### src/rtl/lsu_pkg.sv
// lsu_pkg - shared encodings for the MEM-stage load/store unit:
// access-size codes, FSM state enum, lane width and small decode helpers.
package lsu_pkg;

   localparam logic [1:0] SZ_BYTE = 2'b00;
   localparam logic [1:0] SZ_HALF = 2'b01;
   localparam logic [1:0] SZ_WORD = 2'b10;
   localparam logic [1:0] SZ_RSVD = 2'b11;

   localparam int LANE_W = 8;

   typedef enum logic [2:0] {
      ST_IDLE = 3'd0,
      ST_RD   = 3'd1,
      ST_MRG  = 3'd2,
      ST_WR   = 3'd3,
      ST_LD   = 3'd4
   } lsu_state_t;

   // True when the access cannot be served at this address without wrapping a lane.
   function automatic logic is_misaligned(input logic [1:0] size, input logic [1:0] lo);
      logic mis;
      case (size)
         SZ_BYTE: mis = 1'b0;
         SZ_HALF: mis = lo[0];
         SZ_WORD: mis = (lo != 2'b00);
         default: mis = 1'b1;
      endcase
      return mis;
   endfunction

   // The reserved size code behaves as a full word when it is not trapped.
   function automatic logic is_full_word(input logic [1:0] size);
      return (size == SZ_WORD) || (size == SZ_RSVD);
   endfunction

endpackage

### src/rtl/lsu_lane_mux.sv
// lsu_lane_mux - combinational lane steering shared by the load and merge paths.
// load_data: selected byte/half of mem_word, sign- or zero-extended.
// merge_data: mem_word with the selected lane(s) replaced by the low bits of wdata.
// Half accesses look only at addr_lo[1]; word accesses ignore addr_lo.
module lsu_lane_mux
   import lsu_pkg::*;
#(
   parameter int DATA_W = 32
) (
   input  logic [DATA_W-1:0] mem_word,
   input  logic [1:0]        addr_lo,
   input  logic [1:0]        size,
   input  logic              sext,
   input  logic [DATA_W-1:0] wdata,
   output logic [DATA_W-1:0] load_data,
   output logic [DATA_W-1:0] merge_data
);

   localparam int HALF_W = 2 * LANE_W;

   logic [LANE_W-1:0] byte_sel;
   logic [HALF_W-1:0] half_sel;

   // Pick the addressed byte and half out of the memory word (little-endian lanes).
   always_comb begin
      byte_sel = mem_word[LANE_W-1:0];
      case (addr_lo)
         2'b00:   byte_sel = mem_word[7:0];
         2'b01:   byte_sel = mem_word[15:8];
         2'b10:   byte_sel = mem_word[23:16];
         2'b11:   byte_sel = mem_word[31:24];
         default: byte_sel = mem_word[7:0];
      endcase
      if (addr_lo[1]) begin
         half_sel = mem_word[31:16];
      end else begin
         half_sel = mem_word[15:0];
      end
   end

   // Extend the selected lane to a full load result.
   always_comb begin
      load_data = mem_word;
      case (size)
         SZ_BYTE: begin
            if (sext) begin
               load_data = {{(DATA_W-LANE_W){byte_sel[LANE_W-1]}}, byte_sel};
            end else begin
               load_data = {{(DATA_W-LANE_W){1'b0}}, byte_sel};
            end
         end
         SZ_HALF: begin
            if (sext) begin
               load_data = {{(DATA_W-HALF_W){half_sel[HALF_W-1]}}, half_sel};
            end else begin
               load_data = {{(DATA_W-HALF_W){1'b0}}, half_sel};
            end
         end
         default: load_data = mem_word;
      endcase
   end

   // Overlay the store data onto the old word for read-modify-write.
   always_comb begin
      merge_data = mem_word;
      case (size)
         SZ_BYTE: begin
            case (addr_lo)
               2'b00:   merge_data[7:0]   = wdata[7:0];
               2'b01:   merge_data[15:8]  = wdata[7:0];
               2'b10:   merge_data[23:16] = wdata[7:0];
               2'b11:   merge_data[31:24] = wdata[7:0];
               default: merge_data[7:0]   = wdata[7:0];
            endcase
         end
         SZ_HALF: begin
            if (addr_lo[1]) begin
               merge_data[31:16] = wdata[15:0];
            end else begin
               merge_data[15:0] = wdata[15:0];
            end
         end
         default: merge_data = wdata;
      endcase
   end

endmodule

### src/rtl/lsu_memstage.sv
// lsu_memstage - MEM-stage load/store unit in front of a 1-cycle-latency
// word memory. Sub-word stores are read-modify-write; loads are lane
// extracted and extended. Optional macro LSU_MISALIGN_TRAP_EN makes
// misaligned requests complete immediately with err=1 and no memory access.
module lsu_memstage
   import lsu_pkg::*;
#(
   parameter int ADDR_W = 10,
   parameter int DATA_W = 32
) (
   input  logic              clk,
   input  logic              rst,
   input  logic              req,
   input  logic              we,
   input  logic [1:0]        size,
   input  logic              sext,
   input  logic [31:0]       addr,
   input  logic [DATA_W-1:0] wdata,
   output logic [DATA_W-1:0] rdata,
   output logic              done,
   output logic              busy,
   output logic              err,
   output logic              mem_rw,
   output logic [ADDR_W-1:0] mem_addr,
   output logic [DATA_W-1:0] mem_din,
   input  logic [DATA_W-1:0] mem_dout
);

   lsu_state_t state, next_state;

   logic [1:0]        addr_lo_r;
   logic [1:0]        size_r;
   logic              sext_r;
   logic              we_r;
   logic [DATA_W-1:0] wdata_r;

   logic              misalign_s;
   logic              accept_s;
   logic              trap_s;
   logic              start_s;
   logic              finish_s;
   logic [DATA_W-1:0] load_data_s;
   logic [DATA_W-1:0] merge_data_s;

   // Bits above the 4 KiB window are deliberately dropped.
   logic unused_addr_bits;
   assign unused_addr_bits = ^addr[31:ADDR_W+2];

`ifdef LSU_MISALIGN_TRAP_EN
   assign misalign_s = is_misaligned(size, addr[1:0]);
`else
   assign misalign_s = 1'b0;
`endif

   assign accept_s = req && (state == ST_IDLE);

   lsu_lane_mux #(.DATA_W(DATA_W)) u_lane_mux (
      .mem_word   (mem_dout),
      .addr_lo    (addr_lo_r),
      .size       (size_r),
      .sext       (sext_r),
      .wdata      (wdata_r),
      .load_data  (load_data_s),
      .merge_data (merge_data_s)
   );

   // State register.
   always_ff @(posedge clk or posedge rst) begin
      if (rst) begin
         state <= ST_IDLE;
      end else begin
         state <= next_state;
      end
   end

   // Next-state decode.
   always_comb begin
      next_state = ST_IDLE;
      case (state)
         ST_IDLE: begin
            if (req && !misalign_s) begin
               if (we && is_full_word(size)) begin
                  next_state = ST_WR;
               end else begin
                  next_state = ST_RD;
               end
            end else begin
               next_state = ST_IDLE;
            end
         end
         ST_RD: begin
            if (we_r) begin
               next_state = ST_MRG;
            end else begin
               next_state = ST_LD;
            end
         end
         ST_MRG:  next_state = ST_WR;
         ST_WR:   next_state = ST_IDLE;
         ST_LD:   next_state = ST_IDLE;
         default: next_state = ST_IDLE;
      endcase
   end

   // Control strobes that feed the registered outputs.
   always_comb begin
      trap_s   = accept_s && misalign_s;
      start_s  = accept_s && !misalign_s;
      finish_s = (state != ST_IDLE) && (next_state == ST_IDLE);
   end

   // Capture the request fields when a memory operation starts.
   always_ff @(posedge clk or posedge rst) begin
      if (rst) begin
         addr_lo_r <= 2'b00;
         size_r    <= SZ_BYTE;
         sext_r    <= 1'b0;
         we_r      <= 1'b0;
         wdata_r   <= {DATA_W{1'b0}};
      end else if (start_s) begin
         addr_lo_r <= addr[1:0];
         size_r    <= size;
         sext_r    <= sext;
         we_r      <= we;
         wdata_r   <= wdata;
      end else begin
         addr_lo_r <= addr_lo_r;
         size_r    <= size_r;
         sext_r    <= sext_r;
         we_r      <= we_r;
         wdata_r   <= wdata_r;
      end
   end

   // Registered handshake and memory-port outputs, derived from the upcoming state.
   always_ff @(posedge clk or posedge rst) begin
      if (rst) begin
         rdata    <= {DATA_W{1'b0}};
         done     <= 1'b0;
         busy     <= 1'b0;
         err      <= 1'b0;
         mem_rw   <= 1'b0;
         mem_addr <= {ADDR_W{1'b0}};
         mem_din  <= {DATA_W{1'b0}};
      end else begin
         done   <= finish_s || trap_s;
         err    <= trap_s;
         busy   <= (next_state != ST_IDLE);
         mem_rw <= (next_state == ST_WR);

         if (start_s) begin
            mem_addr <= addr[ADDR_W+1:2];
         end else begin
            mem_addr <= mem_addr;
         end

         if (trap_s) begin
            rdata <= {DATA_W{1'b0}};
         end else if (state == ST_LD) begin
            rdata <= load_data_s;
         end else begin
            rdata <= rdata;
         end

         // mem_din doubles as the write buffer for the WR cycle.
         if (start_s && (next_state == ST_WR)) begin
            mem_din <= wdata;
         end else if (state == ST_MRG) begin
            mem_din <= merge_data_s;
         end else begin
            mem_din <= mem_din;
         end
      end
   end

endmodule

### config.mk
export PLATFORM = sky130hd
export DESIGN_NAME = lsu_memstage
export DESIGN_NICKNAME = d
export VERILOG_FILES = /design/src/rtl/lsu_pkg.sv /design/src/rtl/lsu_lane_mux.sv /design/src/rtl/lsu_memstage.sv
export SDC_FILE = /design/constraint.sdc
export NUM_CORES = 1
export LEC_CHECK = 0
export CAP_MARGIN = 25
export CORE_ASPECT_RATIO = 1.1
export CORE_UTILIZATION = 50
export DETAILED_ROUTE_END_ITERATION = 7
export PLACE_DENSITY = 0.95
export SKIP_LAST_GASP = 1
export SLEW_MARGIN = 25
export SYNTH_ARGS = -nofsm -noshare
export SYNTH_HDL_FRONTEND = slang
export SYNTH_SLANG_ARGS = --single-unit
### constraint.sdc
create_clock -name clk -period 6.1 [get_ports clk]
set_input_delay 0.61 -clock clk [delete_from_list [all_inputs] [get_ports clk]]
set_output_delay 0.61 -clock clk [all_outputs]
set_load 0.01 [all_outputs]
==> implementation parameters, run 1 <==
Parameter                              Value

Synth
  Fraction of the yosys area taken by sequential cells    0.487
  Count of unique library cells instantiated by Yosys    58
  Synthesis Warnings    0
  Ys async rst share    1.00
  Most instantiated flip-flop cell in the synthesis netlist    sky130_fd_sc_hd__dfrtp_1
  Syn_area_per_cell    9.08 um2
  Flop and latch count out of synthesis    118
  Number of flops mapped to enable cells by yosys    0
  Cell area after synthesis    0.00606 mm2
  Cells after Synth    667
  Syn_nets    770

Power
  Static power due to leakage    3.60 nW
  Cell Pwr Density    560 mW/mm2
  Worst voltage drop across the vdd grid    0.000245 V

CTS
  Clock sinks    118
  TritonCTS clock tree    built
  Count of hold buffers inserted by post-cts repair    0
  Number of buffers created by CTS    17
  Maximum buffer depth of the clock tree    2
  Insertion delay to the later sink of the worst-skew pair    0.42 ns
  Setup Fix Bufs, Post-CTS    0
  Post-CTS clock slew at the launch and capture registers of the worst setup and hold paths    0.05 ns
  H-tree lvl count    4
  Root buffer selected by CTS    sky130_fd_sc_hd__clkbuf_16
  Number of instances resized during post-cts repair    0

Timing
  Hold Vio Cnt, Final    0
  Clock period minus worst slack    2.81 ns
  Setup TNS Final    0 ns
  Relative slew slack    0.288
  Final Setup Violations    0
  Post-route clock period utilization    0.461
  Final number of max-transition violations    0
  Actual slew at the worst max-slew pin    1.06 ns
  RSZ-0062 raised after global routing    no
  Clock skew after layout    0.00953 ns
  Max Freq    0.355 GHz

Setup path
  Critical path origin    size_r[1]
  Worst r2r src    size_r[1]
  Worst reg2reg setup slack    3.29 ns
  CP Data Arrival Time    3.07 ns
  Critical path startpoint category    flip-flop
  Type of destination of the critical path    flip-flop
  Path type of the worst setup path    flip-flop to flip-flop
  CP max stage delay    0.78 ns
  Cell chain of the critical path    buf_4, clkinv_1, o21ai_2, mux2i_1, o21ai_0
  Required time reported for the critical path endpoint    6.36 ns
  Largest fanout on the critical path    51
  CP max-delay cell    sky130_fd_sc_hd__clkinv_1

Cells and area
  Post-layout instance count excluding filler cells    958
  Leading cell type in the layout, fill and taps excluded    sky130_fd_sc_hd__nand2_1
  Highest-count cells in the layout ignoring fill and taps    172 x sky130_fd_sc_hd__nand2_1, 159 x sky130_fd_sc_hd__clkdlybuf4s50_1, 118 x sky130_fd_sc_hd__dfrtp_1
  Antenna Cells    0
  Post-synthesis to final-layout area growth    35.3%
  Fraction of layout cells with a size suffix above 1    0.0866
  Cell area after layout    0.00820 mm2
  Number of fillers in the final layout    808
  Post-layout net count    900

Route
  Vias    5862
  Average routed wire per standard cell    19.8 um
  Post-route antenna net violation count    0
  Final routed DRC violation total    0
  Vias per cell    6.12
  Iteration-0 DRC Markers    684
  Total iterations of the first detailed-routing run    6
  Post-Route WL    18900 um

Global route
  Wire length of the first global-routing pass    29800 um
  Vias in the first global route    5697
  Number of antenna violations at the first check in global routing    0
  Overflow left after global routing    0
  Largest net degree at the start of global routing    62
  Overall global routing resource usage    0.308

Die
  Die height    117 um
  Core outline area    0.0116 mm2
  Initial core utilization    0.520
  Standard-cell row count    41
  Top-level I/O count    181
  Die Footprint    0.0126 mm2
  Die span in x    107 um

Placed design
  Placer's final routability congestion estimate    0.889
  Number of placed instances with taps included    928
  Cell area after placement    0.00761 mm2
  IO Port Bufs    159
  Dpl hpwl    12500 um

Status
  Status    finished, final reports clean

Hold path
  Tightest Hold Check Type    flip-flop to flip-flop
  Hold_sp    we_r

Flow run
  Maxcap violations    0
[critical path, delay by kind of cell, from the launching register on]
family                 cells  cell delay (ns)
AOI/OAI and AO/OA          2             0.76
buffers and inverters      2             1.23
DFF                        1             0.32
muxes                      1             0.33
[layout make-up]
cell class | instances | area (um2) | area share
sequential | 118 | 2950 | 0.360
multi-input combinational | 488 | 2800 | 0.342
timing repair buffer | 166 | 1640 | 0.201
clock buffer | 20 | 457 | 0.0557
tap | 150 | 188 | 0.0229
clock inverter | 10 | 130 | 0.0159
inverter | 6 | 25.0 | 0.00305
[routing by layer]
layer | track usage | up-vias | wire length (um) | share of wire
li1 | - | 2596 | - | -
met1 | 0.391 | 2803 | 7230 | 0.38
met2 | 0.478 | 382 | 8790 | 0.46
met3 | 0.0862 | 81 | 1900 | 0.10
met4 | 0.158 | 0 | 1030 | 0.054
met5 | 0 | - | 0 | 0
[synthesized netlist by cell type, types with 3 or more instances]
library cell / n / area share
sky130_fd_sc_hd__a2111oi_0: 3 / 0.0043
sky130_fd_sc_hd__a211oi_1: 8 / 0.0099
sky130_fd_sc_hd__a21oi_1: 54 / 0.045
sky130_fd_sc_hd__a221oi_1: 5 / 0.0072
sky130_fd_sc_hd__a22o_1: 3 / 0.0043
sky130_fd_sc_hd__a22oi_1: 8 / 0.0099
sky130_fd_sc_hd__and3_1: 7 / 0.0072
sky130_fd_sc_hd__buf_2: 19 / 0.016
sky130_fd_sc_hd__buf_4: 8 / 0.0099
sky130_fd_sc_hd__buf_6: 5 / 0.0093
sky130_fd_sc_hd__clkbuf_1: 22 / 0.014
sky130_fd_sc_hd__dfrtp_1: 118 / 0.49
sky130_fd_sc_hd__inv_1: 4 / 0.0025
sky130_fd_sc_hd__mux2_2: 18 / 0.033
sky130_fd_sc_hd__mux2i_1: 21 / 0.035
sky130_fd_sc_hd__nand2_1: 172 / 0.11
sky130_fd_sc_hd__nand2b_1: 11 / 0.011
sky130_fd_sc_hd__nand3_1: 33 / 0.027
sky130_fd_sc_hd__nor2_1: 15 / 0.0093
sky130_fd_sc_hd__nor2b_1: 5 / 0.0052
sky130_fd_sc_hd__nor3_1: 8 / 0.0066
sky130_fd_sc_hd__nor3b_1: 10 / 0.012
sky130_fd_sc_hd__o21ai_0: 36 / 0.030
sky130_fd_sc_hd__o21ai_1: 3 / 0.0025
sky130_fd_sc_hd__o22ai_1: 17 / 0.018
sky130_fd_sc_hd__or3_1: 12 / 0.012
sky130_fd_sc_hd__or3b_2: 3 / 0.0043
[flip-flops by register name, indices dropped and copies added (netlist names)]
register   count
mem_rw         1
rdata         32
mem_addr      10
addr_lo_r      2
wdata_r       32
sext_r         1
done           1
size_r         2
mem_din       32
we_r           1
busy           1
state          3
[worst paths after layout]
path                               end  depth (start not counted)
max                         mem_din[6]                          5
min                           state[2]                          1
max reg2reg                 mem_din[6]                          5
min reg2reg                   state[2]                          1
max in group asynchronous  mem_din[27]                          3
min in group asynchronous    rdata[31]                          2
[metrics by stage]
stage / hold slack [ns] / setup slack (ns) / utilization / power, mW
floorplan: 0.430 / 2.36 / - / 2.68
global route: 0.479 / 3.15 / 0.704 / 4.84
finish: 0.468 / 3.29 / 0.704 / 4.59
global placement: 0.444 / 3.32 / 0.653 / 3.45
detailed placement: 0.462 / 3.23 / 0.653 / 3.53
CTS: 0.467 / 3.39 / 0.704 / 4.56
[cells by family (layout without fill, tap and decap cells)]
logic type	after synthesis	in the layout	share of synthesized area
buf+inv	61	202	0.0529
other cells	1	1	0.000619
compound gates	157	157	0.161
simple gates	290	290	0.226
mux	40	40	0.0719
flops	118	118	0.487
[report_power, final]
group	internal, mW	total, mW	leakage (nW)	switching, mW
Sequential	1.17	1.45	1.43	0.287
Clock	0.654	1.00	0.287	0.346
Combinational	0.968	2.14	1.88	1.17
No activity file was read; power rests on OpenSTA's default activity.
==> run 2, diff against run 1 <==
--- a/config.mk
+++ b/config.mk
@@ -7,9 +7,9 @@
 export LEC_CHECK = 0
 export CAP_MARGIN = 25
 export CORE_ASPECT_RATIO = 1.1
-export CORE_UTILIZATION = 50
+export CORE_UTILIZATION = 48
 export DETAILED_ROUTE_END_ITERATION = 7
-export PLACE_DENSITY = 0.95
+export PLACE_DENSITY = 0.92
 export SKIP_LAST_GASP = 1
 export SLEW_MARGIN = 25
 export SYNTH_ARGS = -nofsm -noshare
==> constraint.sdc (replaced) <==
create_clock -name clk -period 2.7 [get_ports clk]
set_input_delay 0.27 -clock clk [delete_from_list [all_inputs] [get_ports clk]]
set_output_delay 0.27 -clock clk [all_outputs]
set_load 0.01 [all_outputs]
==> implementation parameters, run 2 (synthesis results as in run 1) <==
Parameter                              Value

Status
  Status    finished, final reports clean (unchanged)

Die
  Initial core utilization    0.497 (was 0.520)
  Die Footprint    0.0131 mm2 (was 0.0126 mm2)
  Top-level I/O count    181 (unchanged)
  Die height    120 um (was 117 um)
  Core outline area    0.0122 mm2 (was 0.0116 mm2)
  Standard-cell row count    42 (was 41)
  Die span in x    109 um (was 107 um)

Timing
  Max Freq    0.478 GHz (was 0.355 GHz)
  Final number of max-transition violations    0 (unchanged)
  Hold Vio Cnt, Final    0 (unchanged)
  Relative slew slack    0.449 (was 0.288)
  Final hold slack    0.348 ns (was 0.468 ns)
  Final Setup Violations    0 (unchanged)
  Clock period minus worst slack    2.09 ns (was 2.81 ns)
  Clock skew after layout    0.00484 ns (was 0.00953 ns)
  Setup TNS Final    0 ns (unchanged)
  Actual slew at the worst max-slew pin    0.826 ns (was 1.06 ns)
  RSZ-0062 raised after global routing    no (unchanged)
  Post-route clock period utilization    0.775 (was 0.461)

Cells and area
  Post-layout instance count excluding filler cells    976 (was 958)
  Post-layout net count    912 (was 900)
  Top Registers    mem_din: 32 flops, rdata: 32 flops, wdata_r: 32 flops (unchanged)
  Antenna Cells    0 (unchanged)
  Highest-count cells in the layout ignoring fill and taps    172 x sky130_fd_sc_hd__nand2_1, 159 x sky130_fd_sc_hd__clkdlybuf4s50_1, 118 x sky130_fd_sc_hd__dfrtp_1 (unchanged)
  Fraction of layout cells with a size suffix above 1    0.0961 (was 0.0866)
  Post-synthesis to final-layout area growth    36.9% (was 35.3%)
  Leading cell type in the layout, fill and taps excluded    sky130_fd_sc_hd__nand2_1 (unchanged)
  Cell area after layout    0.00829 mm2 (was 0.00820 mm2)
  Number of fillers in the final layout    917 (was 808)

CTS
  Setup Fix Bufs, Post-CTS    0 (unchanged)
  Number of buffers created by CTS    17 (unchanged)
  H-tree lvl count    4 (unchanged)
  Clock sinks    118 (unchanged)
  Count of hold buffers inserted by post-cts repair    0 (unchanged)
  TritonCTS clock tree    built (unchanged)
  Maximum buffer depth of the clock tree    2 (unchanged)
  Insertion delay to the later sink of the worst-skew pair    0.41 ns (was 0.42 ns)
  Post-CTS clock slew at the launch and capture registers of the worst setup and hold paths    0.05 ns (about the same)
  Number of instances resized during post-cts repair    0 (unchanged)
  Root buffer selected by CTS    sky130_fd_sc_hd__clkbuf_16 (unchanged)

Route
  Vias    5944 (was 5862)
  Iteration-0 DRC Markers    537 (was 684)
  Post-route antenna net violation count    0 (unchanged)
  Final routed DRC violation total    0 (unchanged)
  Average routed wire per standard cell    19.6 um (was 19.8 um)
  Post-Route WL    19100 um (was 18900 um)
  Total iterations of the first detailed-routing run    6 (unchanged)
  Vias per cell    6.09 (was 6.12)

Placed design
  Dpl hpwl    12900 um (was 12500 um)
  Placer's final routability congestion estimate    0.923 (was 0.889)
  IO Port Bufs    159 (unchanged)
  Number of placed instances with taps included    944 (was 928)
  Cell area after placement    0.00772 mm2 (was 0.00761 mm2)

Setup path
  Critical path startpoint category    flip-flop (unchanged)
  CP Data Arrival Time    2.44 ns (was 3.07 ns)
  Required time reported for the critical path endpoint    3.05 ns (was 6.36 ns)
  Type of destination of the critical path    flip-flop (unchanged)
  Number of cells traversed by the worst register-to-register path    3 (was 5)
  Path type of the worst setup path    flip-flop to flip-flop (unchanged)
  Largest fanout on the critical path    14 (was 51)

Global route
  Number of antenna violations at the first check in global routing    0 (unchanged)
  Overall global routing resource usage    0.305 (was 0.308)
  Vias in the first global route    5865 (was 5697)
  Wire length of the first global-routing pass    30200 um (was 29800 um)
  Overflow left after global routing    0 (unchanged)
  Largest net degree at the start of global routing    119 (was 62)

Power
  Worst voltage drop across the vdd grid    0.000596 V (was 0.000245 V)
  Static power due to leakage    3.66 nW (was 3.60 nW)
  Cell Pwr Density    1260 mW/mm2 (was 560 mW/mm2)
  Post-layout power    10.4 mW (was 4.59 mW)

Hold path
  Tightest Hold Check Type    input port to asynchronous set/reset pin (was flip-flop to flip-flop)

Flow run
  Maxcap violations    0 (unchanged)
run 2: cell types whose count changed in the layout (fill, tap and decap cells not counted), sizes merged:
cell    delta
clkinv     +1
inv        -1
bufinv     -1
buf       +12
clkbuf     +3
run 2: critical path, stage by stage (launching register included):
cell and delay (ns):
sky130_fd_sc_hd__dfrtp_1 0.59, sky130_fd_sc_hd__or3b_2 0.68, sky130_fd_sc_hd__a2111oi_0 0.57, sky130_fd_sc_hd__a221o_1 0.18
run 2: cell type report:
cell class / instances / area [um2] / share of cell area
flip-flops and latches: 118 / 2950 / 0.356
multi-input cells: 488 / 2790 / 0.337
repair buffers: 178 / 1760 / 0.212
clock buffers: 23 / 468 / 0.0564
well taps: 154 / 193 / 0.0232
clock inverters: 9 / 101 / 0.0122
inverters: 6 / 26.3 / 0.00317
run 2: path summary, 6_finish.rpt:
kind,to,slack [ns],startpoint
max reg2reg,mem_din[24],0.61,state[1]
min,rdata[23],0.35,rst
min in group clk,mem_addr[1],0.39,addr[3]
min reg2reg,state[2],0.47,we_r
max,mem_din[24],0.61,state[1]
max in group asynchronous,rdata[0],1.82,rst
run 2: routing by layer:
layer	GRT usage	up-vias	wire [um]
li1	-	2625	-
met1	0.377	2848	7280
met2	0.486	388	9020
met3	0.0815	83	1920
met4	0.155	0	893
met5	0	-	0
run 2: per-stage QoR:
step,setup slack (ns),util
after floorplan,0.989,-
after global placement,0.480,0.634
after detailed placement,0.458,0.634
after CTS,0.669,0.680
after global routing,0.553,0.680
final,0.608,0.680
run 2: where the power goes:
| part | switching (mW) | internal, mW | leakage (nW) |
|---|---|---|---|
| logic | 2.65 | 2.29 | 1.94 |
| clock network | 0.790 | 1.40 | 0.281 |
| registers | 0.669 | 2.63 | 1.43 |
| total | 4.11 | 6.32 | 3.66 |
